$ cat config.mk
export PLATFORM = sky130hd
export DESIGN_NAME = uart_receiver
export DESIGN_NICKNAME = d
export VERILOG_FILES = /design/src/rtl/uart_pkg.sv /design/src/rtl/sync_ff.sv /design/src/rtl/uart_receiver.sv
export SDC_FILE = /design/constraint.sdc
export NUM_CORES = 1
export LEC_CHECK = 0
export CAP_MARGIN = 15
export CORE_UTILIZATION = 31
export DETAILED_ROUTE_END_ITERATION = 12
export GPL_ROUTABILITY_DRIVEN = 0
export PLACE_DENSITY = 0.57
export SYNTH_ARGS = -nofsm -noshare
export SYNTH_HDL_FRONTEND = slang
export SYNTH_SLANG_ARGS = --single-unit
export TNS_END_PERCENT = 30
$ cat constraint.sdc
create_clock -name clk -period 1.8 [get_ports clk]
set_clock_uncertainty 0.2 [all_clocks]
set_input_delay 0.36 -clock clk [delete_from_list [all_inputs] [get_ports clk]]
set_output_delay 0.36 -clock clk [all_outputs]
set_load 0.01 [all_outputs]
$ cat src/rtl/uart_pkg.sv
// Shared UART constants and types: frame geometry defaults (also used by the
// sender side and baudrate_gen), receiver state encoding and counter widths.
package uart_pkg;

  // Baud ticks per bit period and payload bits per frame (8N1 framing).
  localparam int OVERSAMPLE  = 16;
  localparam int DATA_BITS   = 8;
  localparam int SYNC_STAGES = 2;

  // Counter widths derived from the defaults above.
  localparam int TICK_W = $clog2(OVERSAMPLE);
  localparam int BIT_W  = $clog2(DATA_BITS + 1);

  // Receiver frame-tracking states.
  typedef enum logic [2:0] {
    IDLE,
    START,
    DATA,
    STOP,
    BREAK
  } rx_state_t;

endpackage

$ cat src/rtl/sync_ff.sv
// Multi-stage synchronizer for an asynchronous single-bit input.
// The reset value is a parameter so an idle-high line (UART, PS/2) can
// come out of reset looking idle instead of presenting a false edge.
module sync_ff #(
  parameter int   STAGES    = 2,
  parameter logic RESET_VAL = 1'b1
) (
  input  logic clk,
  input  logic reset,
  input  logic d,
  output logic q
);

  logic [STAGES-1:0] chain;

  // Shift the raw input through the flop chain; oldest sample is the output.
  always_ff @(posedge clk) begin
    if (reset) begin
      chain <= {STAGES{RESET_VAL}};
    end else begin
      for (int i = STAGES - 1; i > 0; i--) begin
        chain[i] <= chain[i-1];
      end
      chain[0] <= d;
    end
  end

  assign q = chain[STAGES-1];

endmodule

$ cat src/rtl/uart_receiver.sv
// UART receive stage: 8N1, LSB first, oversampled with mid-bit sampling.
// All decisions are taken on the synchronized line and only on clk edges
// that carry a baud tick; without a tick everything holds except the
// one-cycle dataRdy / frameErr strobes, which always fall.
module uart_receiver
  import uart_pkg::*;
#(
  parameter int OVERSAMPLE  = uart_pkg::OVERSAMPLE,
  parameter int DATA_BITS   = uart_pkg::DATA_BITS,
  parameter int SYNC_STAGES = uart_pkg::SYNC_STAGES
) (
  input  logic                 clk,
  input  logic                 reset,
  input  logic                 baud,
  input  logic                 RsRx,
  output logic [DATA_BITS-1:0] data,
  output logic                 dataRdy,
  output logic                 frameErr,
  output logic                 busy
);

  localparam int TICK_BITS = $clog2(OVERSAMPLE);
  localparam int CNT_BITS  = $clog2(DATA_BITS + 1);

  // The start bit is confirmed half a bit period after detection; every
  // later sample is a full bit period after the previous one. The counter
  // is compared against "last tick" values so it never needs to hold
  // OVERSAMPLE itself.
  localparam logic [TICK_BITS-1:0] HALF_LAST = TICK_BITS'(OVERSAMPLE / 2 - 1);
  localparam logic [TICK_BITS-1:0] FULL_LAST = TICK_BITS'(OVERSAMPLE - 1);
  localparam logic [CNT_BITS-1:0]  BIT_LAST  = CNT_BITS'(DATA_BITS - 1);

  logic                 rx_s;
  rx_state_t            state;
  logic [TICK_BITS-1:0] tick_cnt;
  logic [CNT_BITS-1:0]  bit_cnt;
  logic [DATA_BITS-1:0] shift_reg;

  // Line idles high, so the synchronizer presets to 1 to avoid a false start.
  sync_ff #(
    .STAGES   (SYNC_STAGES),
    .RESET_VAL(1'b1)
  ) u_rx_sync (
    .clk  (clk),
    .reset(reset),
    .d    (RsRx),
    .q    (rx_s)
  );

  // Frame FSM with counters, shift register and registered outputs.
  always_ff @(posedge clk) begin
    if (reset) begin
      state     <= IDLE;
      tick_cnt  <= '0;
      bit_cnt   <= '0;
      shift_reg <= '0;
      data      <= '0;
      dataRdy   <= 1'b0;
      frameErr  <= 1'b0;
      busy      <= 1'b0;
    end else begin
      dataRdy  <= 1'b0;
      frameErr <= 1'b0;
      if (baud) begin
        case (state)
          IDLE: begin
            if (!rx_s) begin
              state    <= START;
              tick_cnt <= '0;
              busy     <= 1'b1;
            end
          end

          START: begin
            if (tick_cnt == HALF_LAST) begin
              tick_cnt <= '0;
              if (!rx_s) begin
                state   <= DATA;
                bit_cnt <= '0;
              end else begin
                // Line went back high before mid start bit: a glitch.
                state <= IDLE;
                busy  <= 1'b0;
              end
            end else begin
              tick_cnt <= tick_cnt + 1'b1;
            end
          end

          DATA: begin
            if (tick_cnt == FULL_LAST) begin
              tick_cnt  <= '0;
              // LSB arrives first, so new bits enter at the top.
              shift_reg <= {rx_s, shift_reg[DATA_BITS-1:1]};
              bit_cnt   <= bit_cnt + 1'b1;
              if (bit_cnt == BIT_LAST) begin
                state <= STOP;
              end
            end else begin
              tick_cnt <= tick_cnt + 1'b1;
            end
          end

          STOP: begin
            if (tick_cnt == FULL_LAST) begin
              tick_cnt <= '0;
              if (rx_s) begin
                // Leaving mid stop bit lets a back-to-back start be caught.
                data    <= shift_reg;
                dataRdy <= 1'b1;
                state   <= IDLE;
                busy    <= 1'b0;
              end else begin
                frameErr <= 1'b1;
                state    <= BREAK;
              end
            end else begin
              tick_cnt <= tick_cnt + 1'b1;
            end
          end

          BREAK: begin
            // Wait out a held-low line so it reports only one error.
            if (rx_s) begin
              state <= IDLE;
              busy  <= 1'b0;
            end
          end

          default: begin
            state    <= IDLE;
            tick_cnt <= '0;
            busy     <= 1'b0;
          end
        endcase
      end
    end
  end

endmodule

==> summary.txt, run 1 <==
GRT
  – First-pass GRT wire length: 5200 µm
  – GR Layer Usage met2: 19.3%
  – Met3 Track Usage GR: 4.04%
  – GRT Max-Usage Layer: met2
  – Grt met1 use: 17.6%
  – Vias in the first global route: 1147
  – Total track usage: 13.4%
  – Initial antenna violation count: 0
  – GR Overflow Total: 0
  – Largest net degree at the start of global routing: 22

Power and ir drop
  – Leak Pwr: 0.797 nW
  – Total power: 1.46 mW
  – Max VDD drop: 0.000610 V
  – Power per cell area: 754 nW/µm²

Place
  – PortBufs: 14
  – Hpwl dp: 2170 µm
  – DP Area: 1770 µm²
  – Cell count after placement: 240
  – Pre-CTS setup slack: -0.263 ns

Cells and area
  – Share of layout cells above drive strength 1: 22.7%
  – Final Instance Count excl. Fillers: 250
  – Layout area overhead: 35.1%
  – Nets: 203
  – Cell area after layout: 1940 µm²
  – Antenna fix cells: 0

Synth
  – Seq cells post-synth: 32
  – Post-synthesis cell area: 1440 µm²
  – Ys async rst share: 0%
  – Number of synthesized flops with an enable pin: 0
  – Yosys warning count: 0
  – Synth Flop Type: dfxtp_1
  – Sequential fraction of the synthesis area: 44.6%
  – Most instantiated cells after synthesis: dfxtp_1 (32), nor2_1 (28), mux2i_1 (18)
  – Post-synth top area share: 44.6%
  – Most numerous cell in the Yosys netlist: dfxtp_1
  – Yosys top cell by area: dfxtp_1
  – Area contributors post-synth: dfxtp_1 (45%), mux2i_1 (13%), nor2_1 (7.3%)
  – Synth Instances: 161
  – Synth unique cells: 37
  – Mapped Nets: 167
  – Syn Area/Cell: 8.91 µm²

Critical path
  – End of the critical path: state[1]
  – R2R setup slack: 0.06 ns
  – R2R Path End: state[1]
  – Crit path from: bit_cnt[1]
  – Worst Setup Start Kind: register
  – Crit path DAT: 1.75 ns
  – Reg2reg start: bit_cnt[1]
  – R2R depth: 5
  – CP Class: reg2reg
  – CP required: 1.81 ns
  – Max FO, Critical Path: 4
  – Critical path capture point type: register

Floorplanning
  – Row count: 24
  – Die area: 4910 µm²
  – Die H: 70.0 µm
  – Die W: 70.0 µm
  – Core area: 4410 µm²
  – Ports: 15
  – Starting Density: 32.5%

Timing
  – Sum Neg Setup Slack: 0 ns
  – Worst setup margin: 0.0594 ns
  – Tcrit/Tclk final: 96.7%
  – RSZ-0062 raised after global routing: true
  – Slew HR: 76.3%
  – Slew @ Worst Pin: 0.353 ns
  – Max-slew violations: 0
  – Fmax: 575 MHz
  – Fin. Hold Viols: 0
  – Setup Viol. Count Final: 0
  – Tmin final: 1.74 ns

Clocking
  – Num CTS Buffers: 5
  – Root buffer cell: clkbuf_8
  – CTS tree: yes
  – Worst skew pair latency: 0.28 ns
  – TritonCTS Sinks: 32
  – Reg clk slew, reported paths: 0.07 ns
  – CTS Buffer Depth: 2
  – CTS H-Tree Depth: 2

Detailed routing
  – Violation count after the first detailed-route iteration: 68
  – Vias per cell: 4.99
  – WL/cell: 12.5 µm
  – DR vias: 1248
  – Total iterations of the first detailed-routing run: 4
  – WL final: 3130 µm
  – Final ANT Viol Nets: 0
  – DRC viols: 0

Status
  – Status: completed

Job
  – Maxcap violations: 0

Min path
  – HP Class: reg2reg
==> layer usage <==
layer | vias up | routed length (µm)
met3 | 7 | 155
met1 | 565 | 1560
met4 | 0 | 63
li1 | 642 | -
met2 | 34 | 1360
met5 | - | 0
==> per-stage QoR <==
stage / util [%] / hold WS [ns]
6_report: 43.9 / 0.212
2_1_floorplan: - / 0.189
3_5_place_dp: 40.2 / 0.200
3_3_place_gp: 40.2 / 0.194
4_1_cts: 42.7 / 0.216
5_1_grt: 43.9 / 0.219
==> area by class of cell <==
class,instances,area [µm²]
Clock buffer,6,72.6
Clock inverter,2,35.0
Multi-Input combinational cell,113,762
Sequential cell,32,643
Fill cell,406,2470
Inverter,4,15.0
Tap cell,52,65.1
Timing Repair Buffer,41,347
==> power by group <==
group	switching (mW)	internal [mW]	total, mW	leakage, nW
clock network	0.266	0.410	0.676	0.0552
logic	0.0370	0.0336	0.0706	0.482
registers	0.00292	0.712	0.715	0.259
==> logic make-up (layout without fill, tap and decap cells) <==
family	Yosys count	count (layout)	share of synthesized area (%)
adders and majority gates	2	2	1.74
AOI/OAI and AO/OA	29	29	12.9
xor gates and xnor gates	1	1	0.610
buffers and inverters	16	53	4.97
DFF	32	32	44.6
and+or+nand+nor	63	63	22.6
muxes	18	18	12.6
==> how the worst min path moves through the flow <==
stage                            start                  to  cells past startpoint
floorplan           u_rx_sync.chain[0]  u_rx_sync.chain[1]                      1
global placement    u_rx_sync.chain[0]  u_rx_sync.chain[1]                      1
detailed placement  u_rx_sync.chain[0]  u_rx_sync.chain[1]                      1
CTS                 u_rx_sync.chain[0]  u_rx_sync.chain[1]                      1
global route        u_rx_sync.chain[0]  u_rx_sync.chain[1]                      1
finish              u_rx_sync.chain[0]  u_rx_sync.chain[1]                      1
==> worst max-delay path, cell delays in order, from the launching register on <==
cell and delay, ns:
dfxtp_1 0.34, ha_1 0.18, and3b_1 0.20, o21ai_1 0.10
or4_1 0.48, a31oi_1 0.17
==> cell usage in the layout (no fill, tap or decap), drive strengths merged, types with 2 or more instances in the layout <==
cell           netlist  final
a21oi                9      9
nand4                2      2
or3                  2      2
nand3                4      4
ha                   2      2
buf                  5     27
clkdlybuf4s50        0     13
clkbuf               7      6
a31oi                4      4
or2                  2      2
inv                  4      4
o21ai                5      5
o31ai                4      4
mux2i               18     18
dfxtp               32     32
and3b                3      3
nor4                 2      2
or4                  3      3
nor3                 3      3
nand2b               3      3
nand2                6      6
nor2                28     28
==> what timing repair did <==
item | in CTS | in global routing
resized for setup | 2 | 9
setup buffers | 0 | 1
hold endpoints to repair | 0 | 0
endpoints found under the setup margin | 3 | 18
hold buffers | 0 | 0
pin swaps | 0 | 0
gates cloned | 0 | 1
No activity file was read; power rests on OpenSTA's default activity.
==> inputs of run 2 (changes only) <==
--- a/config.mk
+++ b/config.mk
@@ -6,10 +6,12 @@
 export NUM_CORES = 1
 export LEC_CHECK = 0
 export CAP_MARGIN = 15
+export CELL_PAD_IN_SITES_DETAIL_PLACEMENT = 0
+export CELL_PAD_IN_SITES_GLOBAL_PLACEMENT = 1
 export CORE_UTILIZATION = 31
 export DETAILED_ROUTE_END_ITERATION = 12
 export GPL_ROUTABILITY_DRIVEN = 0
-export PLACE_DENSITY = 0.57
+export PLACE_DENSITY = 0.69
 export SYNTH_ARGS = -nofsm -noshare
 export SYNTH_HDL_FRONTEND = slang
 export SYNTH_SLANG_ARGS = --single-unit
==> summary.txt, run 2 (synthesis gave the netlist of run 1 again) <==
Clocking
  – CTS H-Tree Depth: 2 (unchanged)
  – CTS tree: yes
  – Root buffer cell: clkbuf_8
  – Reg clk slew, reported paths: 0.07 ns (about the same)
  – Num CTS Buffers: 5 (unchanged)
  – Worst skew pair latency: 0.28 ns (about the same)
  – Post-cts hold buffer count: 0 (unchanged)
  – CTS Buffer Depth: 2 (unchanged)
  – TritonCTS Sinks: 32 (unchanged)

Timing
  – Worst setup margin: 0.0230 ns (-0.0364 ns)
  – Tcrit/Tclk final: 98.7% (+2.0 points)
  – Setup Viol. Count Final: 0 (unchanged)
  – RSZ-0062 raised after global routing: true
  – Tmin final: 1.78 ns (+0.0364 ns)
  – Fin. Hold Viols: 0 (unchanged)
  – Slew @ Worst Pin: 0.325 ns (-0.0285 ns)
  – Max-slew violations: 0 (unchanged)
  – Fmax: 563 MHz (-2.0%)
  – Sum Neg Setup Slack: 0 ns (unchanged)
  – Hold Slack: 0.210 ns (-0.00202 ns)
  – Slew HR: 78.2% (+1.9 points)

Power and ir drop
  – Logic pwr share: 5.4% (+0.6 points)
  – Leak Pwr: 0.774 nW (-2.8%)
  – NetSw: 0.306 mW (about the same)
  – Power Internal: 1.01 mW (-12%)
  – Register share of total power: 54.2% (+5.3 points)
  – Sw Ratio: 23.2% (+2.3 points)
  – Max VDD drop: 0.000450 V (-26%)
  – Power per cell area: 690 nW/µm² (-8.5%)
  – Total power: 1.32 mW (-9.7%)
  – Clock power frac: 40.5% (-5.8 points)

Cells and area
  – Layout area overhead: 33.3%
  – Final core utilization: 43.3% (-0.60 points)
  – Nets: 201 (-0.99%)
  – Antenna fix cells: 0 (unchanged)
  – Fillers: 431 (+6.2%)
  – Final Instance Count excl. Fillers: 248 (-0.80%)
  – Share of layout cells above drive strength 1: 23.0% (+0.23 points)
  – Cell area after layout: 1910 µm² (-1.4%)
  – Commonest non-fill, non-tap cells in the layout: dfxtp_1 (29), nor2_1 (27), buf_4 (23), mux2i_1 (18), clkdlybuf4s50_1 (13)
  – Commonest non-fill, non-tap cell in the layout: dfxtp_1

Place
  – Cell count after placement: 239 (-0.42%)
  – Pre-CTS setup slack: -0.281 ns (-0.0174 ns)
  – Hpwl dp: 2140 µm (-0.94%)
  – PortBufs: 14 (unchanged)
  – DP Area: 1780 µm² (+0.28%)

Detailed routing
  – Violation count after the first detailed-route iteration: 32 (-53%)
  – Met3 routed WL: 132 µm (-15%)
  – Vias per cell: 5.05 (+1.2%)
  – Top Layer Used: met4
  – DR vias: 1253 (+0.40%)
  – Met2 Routed Length: 1480 µm (+8.9%)
  – WL/cell: 12.7 µm (+1.0%)
  – Total iterations of the first detailed-routing run: 4 (unchanged)
  – Metal-1 WL: 1500 µm (-3.8%)
  – Final ANT Viol Nets: 0 (unchanged)
  – WL final: 3140 µm (+0.19%)
  – DRC viols: 0 (unchanged)

GRT
  – Vias in the first global route: 1165 (+1.6%)
  – GR Overflow Total: 0 (unchanged)
  – Total track usage: 13.0% (-0.41 points)
  – Largest net degree at the start of global routing: 35 (+59%)
  – Initial antenna violation count: 0 (unchanged)
  – First-pass GRT wire length: 5110 µm (-1.6%)

Floorplanning
  – Ports: 15 (unchanged)
  – Row count: 24 (unchanged)
  – Die area: 4910 µm² (unchanged)
  – Core area: 4410 µm² (unchanged)
  – Starting Density: 32.5% (unchanged)
  – Die W: 70.0 µm (unchanged)
  – Die H: 70.0 µm (unchanged)

Critical path
  – Max incr delay on CP: 0.53 ns (+0.05 ns)
  – Crit path DAT: 1.77 ns (+0.02 ns)
  – Slowest stage cell on the critical path: or4_1
  – Critical path capture point type: register
  – CP Class: reg2reg
  – CP required: 1.79 ns (-0.02 ns)
  – R2R setup slack: 0.02 ns (-0.04 ns)
  – Max FO, Critical Path: 7 (+3)
  – Worst Setup Start Kind: register
  – Most used cell, CP: a31oi_1
  – Cells along the critical path: o21bai_1 > a31oi_1 > or4_1 > a31oi_1

Status
  – Status: completed

Job
  – Maxcap violations: 0 (unchanged)

Min path
  – HP Class: reg2reg
run 2: final timing paths:
check                                          end          startpoint  cells after the start
worst min register to register  u_rx_sync.chain[1]  u_rx_sync.chain[0]                      1
worst max-delay path                      state[1]            state[1]                      4
worst min-delay path            u_rx_sync.chain[1]  u_rx_sync.chain[0]                      1
worst max register to register            state[1]            state[1]                      4
run 2: what timing repair did:
item / in CTS / in global routing
setup buffers: 0 / 0
gates resized for setup: 3 / 12
setup endpoints to repair: 11 / 12
pin swaps: 0 / 1
gates cloned: 0 / 1
run 2: power by group through the flow:
| stage | logic, mW | registers [mW] | clock network [mW] |
|---|---|---|---|
| after floorplan | 0.0349 | 0.730 | 0 |
| after global placement | 0.0697 | 0.732 | 0 |
| after detailed placement | 0.0691 | 0.732 | 0 |
| after CTS | 0.0688 | 0.716 | 0.558 |
| after global routing | 0.0766 | 0.715 | 0.591 |
| final | 0.0708 | 0.715 | 0.535 |
run 2: critical path, delay by kind of cell (launching register included):
kind             cells  cell delay (ns)
flip-flops           1             0.37
AND/OR/NAND/NOR      1             0.53
AO/OA/AOI/OAI        3             0.59
run 2: routing by layer:
metal / vias up / GRT usage, %
li1: 638 / -
met1: 580 / 16.0
met2: 30 / 21.0
met3: 5 / 4.62
met4: 0 / 4.22
met5: - / 0
run 2: cell type report:
type / count / area (µm²) / area share (%)
flip-flops and latches: 32 / 647 / 33.8
repair buffers: 39 / 343 / 17.9
inverters: 4 / 15.0 / 0.785
multi-input cells: 113 / 756 / 39.5
clock buffers: 5 / 68.8 / 3.60
clock inverters: 3 / 18.8 / 0.981
well taps: 52 / 65.1 / 3.40
